**src/rtl/uart_cmd_rx.sv**
```systemverilog
// rtl/uart_cmd_rx.sv - UART 8N1 receiver with a valid/ready holding register
// Flags framing errors (stop bit low) and overruns (byte lost while the holding register is full).
module uart_cmd_rx #(
  parameter int CLK_FREQ = 100_000_000,
  parameter int BAUD     = 115200
) (
  input  logic       clk,
  input  logic       rst,
  input  logic       rxd,
  output logic [7:0] rx_data,
  output logic       rx_valid,
  input  logic       rx_ready,
  output logic       frame_err,
  output logic       overrun,
  output logic       busy
);

  localparam int CLKS_PER_BIT = CLK_FREQ / BAUD;
  localparam int HALF_BIT     = CLKS_PER_BIT / 2;

  localparam logic [9:0] LP_BIT_LAST  = 10'(CLKS_PER_BIT - 1);
  localparam logic [9:0] LP_HALF_LAST = 10'(HALF_BIT - 1);

  typedef enum logic [2:0] {
    S_IDLE,
    S_START,
    S_DATA,
    S_STOP,
    S_BREAK
  } state_t;

  state_t     r_state;
  logic       r_sync1;
  logic       r_sync2;
  logic [9:0] r_cnt;
  logic [2:0] r_bit_idx;
  logic [7:0] r_shreg;
  logic [7:0] r_rx_data;
  logic       r_rx_valid;
  logic       r_frame_err;
  logic       r_overrun;
  logic       r_busy;
  logic       w_rx_s;

  assign w_rx_s    = r_sync2;
  assign rx_data   = r_rx_data;
  assign rx_valid  = r_rx_valid;
  assign frame_err = r_frame_err;
  assign overrun   = r_overrun;
  assign busy      = r_busy;

  // Synchronizer resets to the idle line level so reset release never looks like a start edge.
  always_ff @(posedge clk or posedge rst) begin
    if (rst) begin
      r_sync1 <= 1'b1;
      r_sync2 <= 1'b1;
    end else begin
      r_sync1 <= rxd;
      r_sync2 <= r_sync1;
    end
  end

  always_ff @(posedge clk or posedge rst) begin
    if (rst) begin
      r_state     <= S_IDLE;
      r_cnt       <= 10'd0;
      r_bit_idx   <= 3'd0;
      r_shreg     <= 8'h00;
      r_rx_data   <= 8'h00;
      r_rx_valid  <= 1'b0;
      r_frame_err <= 1'b0;
      r_overrun   <= 1'b0;
      r_busy      <= 1'b0;
    end else begin
      r_frame_err <= 1'b0;
      r_overrun   <= 1'b0;

      // A delivery later in this block overrides the clear on the same edge.
      if (r_rx_valid && rx_ready) begin
        r_rx_valid <= 1'b0;
      end

      case (r_state)
        S_IDLE: begin
          r_cnt <= 10'd0;
          if (!w_rx_s) begin
            r_state <= S_START;
            r_busy  <= 1'b1;
          end
        end

        S_START: begin
          if (r_cnt == LP_HALF_LAST) begin
            r_cnt     <= 10'd0;
            r_bit_idx <= 3'd0;
            if (!w_rx_s) begin
              r_state <= S_DATA;
            end else begin
              r_state <= S_IDLE;
              r_busy  <= 1'b0;
            end
          end else begin
            r_cnt <= r_cnt + 10'd1;
          end
        end

        S_DATA: begin
          if (r_cnt == LP_BIT_LAST) begin
            r_cnt              <= 10'd0;
            r_shreg[r_bit_idx] <= w_rx_s;
            if (r_bit_idx == 3'd7) begin
              r_state <= S_STOP;
            end else begin
              r_bit_idx <= r_bit_idx + 3'd1;
            end
          end else begin
            r_cnt <= r_cnt + 10'd1;
          end
        end

        S_STOP: begin
          if (r_cnt == LP_BIT_LAST) begin
            r_cnt <= 10'd0;
            if (w_rx_s) begin
              if (!r_rx_valid || rx_ready) begin
                r_rx_data  <= r_shreg;
                r_rx_valid <= 1'b1;
              end else begin
                r_overrun <= 1'b1;
              end
              // Leaving at the stop-bit centre lets a zero-gap start bit be caught.
              r_state <= S_IDLE;
              r_busy  <= 1'b0;
            end else begin
              r_frame_err <= 1'b1;
              r_state     <= S_BREAK;
            end
          end else begin
            r_cnt <= r_cnt + 10'd1;
          end
        end

        S_BREAK: begin
          if (w_rx_s) begin
            r_state <= S_IDLE;
            r_busy  <= 1'b0;
          end
        end

        default: begin
          r_state <= S_IDLE;
          r_busy  <= 1'b0;
        end
      endcase
    end
  end

endmodule

```
**config.mk**
```make
export PLATFORM = sky130hd
export DESIGN_NAME = uart_cmd_rx
export DESIGN_NICKNAME = d
export VERILOG_FILES = /design/src/rtl/uart_cmd_rx.sv
export SDC_FILE = /design/constraint.sdc
export NUM_CORES = 1
export LEC_CHECK = 0
export CORE_UTILIZATION = 30
export CTS_CLUSTER_SIZE = 28
export DETAILED_ROUTE_END_ITERATION = 16
export SYNTH_ARGS = -nofsm -noshare
export SYNTH_HDL_FRONTEND = slang
export SYNTH_SLANG_ARGS = --single-unit
```
**constraint.sdc**
```tcl
create_clock -name clk -period 4.8 [get_ports clk]
set_clock_uncertainty 0.1 [all_clocks]
set_input_delay 1.2 -clock clk [delete_from_list [all_inputs] [get_ports clk]]
set_output_delay 1.2 -clock clk [all_outputs]
set_load 0.02 [all_outputs]
```
==> metrics.csv <==
stage;metric;value;unit
status;status;complete, no violations;
clock_tree;cts_tree;done;
worst_setup_path;crit_arrival;2880;ps
placed_design;portBuffers;15;
floorplanning;start_util;32.0;%
global_route;gr-usage-met3;3.30;%
power;powerDensity;288;nW/um^2
clock_tree;postCtsSetupBuffers;0;
global_route;grt_overflow_total;0;
global_route;use_met2;20.8;%
clock_tree;cts_hold_buffers;0;
worst_setup_path;worst-path-buf-inv;1;
clock_tree;clk-insertion-delay-late;280;ps
floorplanning;die_x;82.4;um
synthesis;synth_flop_cell;dfrtp_1;
sta;rsz0062_at_grt;false;
floorplanning;io_pins;16;
global_route;top_usage_layer;met2;
sta;hold_slack;259;ps
floorplanning;dieArea;6790;um^2
hold_path;hold_depth;0;
power;ir_drop;168;uV
sta;period_needed;2810;ps
hold_path;min_to;r_sync2;
global_route;grt_pass1_vias;1416;
job;cap_violations;0;
sta;slew_headroom;56.6;%
worst_setup_path;cp_max_fo;8;
sta;tns;0;ps
sta;worst_pin_slew;647;ps
placed_design;place_inst;265;
worst_setup_path;critPathRequiredTime;4870;ps
cells_and_area;final_util;38.0;%
worst_setup_path;r2r-end;rx_data[6];
cells_and_area;syn_to_final_growth;18.8;%
global_route;grt_max_degree;39;
sta;fin_crit_sh;58.5;%
cells_and_area;layout_commonest_cell;dfrtp_1;
clock_tree;root_buffer;clkbuf_8;
synthesis;ys_warn_count;0;
worst_setup_path;crit_type;in2reg;
global_route;grtUsageTotal;12.9;%
synthesis;syn-instance-count;180;
worst_setup_path;endpoint_kind;flop;
cells_and_area;layout.nets;205;
clock_tree;path_clk_slew;70;ps
clock_tree;cts.path.max_buffers;2;
power;p_leak;0.000987;uW
route;detail_route.vias_per_cell;5.07;
synthesis;async_flop_share;100;%
global_route;grt_pass1_wl;6610;um
placed_design;hpwl;2550;um
floorplanning;rows;28;
route;drc_errors;0;
sta;fmax;356;MHz
route;vias;1384;
global_route;grt_use_met1;17.0;%
synthesis;seq_area_frac_synth;49.2;%
route;detail-route-antenna-nets;0;
route;drt_iter0_markers;51;
worst_setup_path;reg2reg_depth;5;
synthesis;synth_edf_count;0;
sta;setup-violations-final;0;
route;wl_per_cell;13.2;um
worst_setup_path;worstReg2RegStart;r_cnt[0];
synthesis;syn-cell-area;1940;um^2
cells_and_area;antennaDiodeCount;0;
synthesis;ys_ff_latch;38;
worst_setup_path;crit_chain;clkdlybuf4s50_1 -> nand2b_1 -> or4b_1 -> mux2_4;
route;wl;3610;um
clock_tree;clock_sinks;38;
worst_setup_path;r2r_setup_slack;2160;ps
worst_setup_path;critPathSlowestCell;or4b_1;
worst_setup_path;worstSetupStartpointType;input pin;
synthesis;synth_nets;188;
clock_tree;cts_buffers;5;
clock_tree;cts_max_level;2;
sta;final_hold_viol_count;0;
hold_path;hold_start;r_sync1;
hold_path;hold_class;reg2reg;
floorplanning;fp.dieH;82.4;um
cells_and_area;layout-drive-gt1-share;16.7;%
global_route;antenna_found_initial;0;
synthesis;synth.avg_cell_area;10.8;um^2
sta;finalMaxSlewViolations;0;
floorplanning;core;6060;um^2
clock_tree;cts_resized;0;
cells_and_area;final_cell_mix;36 x dfrtp_1, 17 x nand2_1, 15 x clkdlybuf4s50_1;
worst_setup_path;crit_family;simple AND/OR/NAND/NOR gates;
route;first_pass_iters;4;
synthesis;yosys.cell_types.count;47;
cells_and_area;stdcell_count;273;
placed_design;gp_congestion;0.832;
worst_setup_path;slowest_delay;710;ps
-- worst register-to-register path, stage by stage (launching register included) --
cell and delay (ps):
dfrtp_1 420, ha_1 270, and4bb_4 290, nand3_2 210, or4b_1 850, mux2_4 390
-- layer usage --
layer | up-vias | wire length (um) | share of wire [%]
li1 | 690 | - | -
met1 | 668 | 1760 | 49
met2 | 22 | 1690 | 47
met3 | 4 | 129 | 3.6
met4 | 0 | 31 | 0.86
met5 | - | 0 | 0
-- layout make-up --
cell class	count	area, um^2
multi-input combinational	127	921
tap	75	93.8
fill	581	3760
timing repair buffer	16	158
inverter	9	33.8
sequential	38	953
clock buffer	6	82.6
clock inverter	2	60.1
-- logic make-up (layout without fill, tap and decap cells) --
group / after synthesis / in the layout / share of synthesized area, %
multiplexers: 15 / 15 / 10.2
AND/OR/NAND/NOR: 69 / 69 / 20.7
buffers and inverters: 15 / 33 / 3.29
adder cells (fa/ha/maj): 5 / 5 / 3.10
XOR/XNOR: 5 / 5 / 2.26
flip-flops: 38 / 38 / 49.2
AO/OA/AOI/OAI: 33 / 33 / 11.3
-- sequential cells by signal (all words and copies together), names as in the netlist, 3 cells and up --
| name | count |
|---|---|
| r_state | 3 |
| r_bit_idx | 3 |
| rx_data | 8 |
| r_cnt | 10 |
| r_shreg | 8 |
-- worst max-delay path by stage --
stage	startpoint	endpoint	slack (ps)	cells after the start
after floorplan	rx_ready	rx_data[0]	2370	4
final	rx_ready	rx_data[6]	1990	4
after global routing	rx_ready	rx_data[6]	1920	4
after detailed placement	rx_ready	rx_data[7]	1660	4
after CTS	rx_ready	rx_data[6]	1970	4
after global placement	rx_ready	rx_data[7]	1710	4
-- synthesized netlist by cell type (3+ instances only) --
library cell	number	area, um^2
dfrtp_1	36	901
ha_1	4	50.1
nand3_1	4	20.0
inv_1	9	33.8
clkbuf_1	5	18.8
mux2_4	8	120
xnor2_1	5	43.8
nor2_1	12	45.0
mux2_2	6	67.6
nand2b_1	4	25.0
o31ai_1	5	37.5
a21oi_1	5	25.0
or4_1	3	22.5
or2_2	3	18.8
nand2_1	17	63.8
nor4_1	6	37.5
o21ai_0	12	60.1
-- where the power goes --
group / leakage (uW) / switching, uW / internal (uW) / total (uW)
clock network: 0.0000714 / 109 / 222 / 330
registers: 0.000504 / 1.32 / 322 / 323
logic: 0.000411 / 7.33 / 3.26 / 10.6
-- metrics by stage --
| stage | setup slack (ps) | instance area [um^2] | power [uW] |
|---|---|---|---|
| after detailed placement | 1660 | 2160 | 340 |
| after global placement | 1710 | 2160 | 340 |
| after global routing | 1920 | 2300 | 689 |
| after CTS | 1970 | 2300 | 674 |
| after floorplan | 2370 | 1940 | 335 |
| final | 1990 | 2300 | 664 |
No activity file was read; power rests on OpenSTA's default activity.
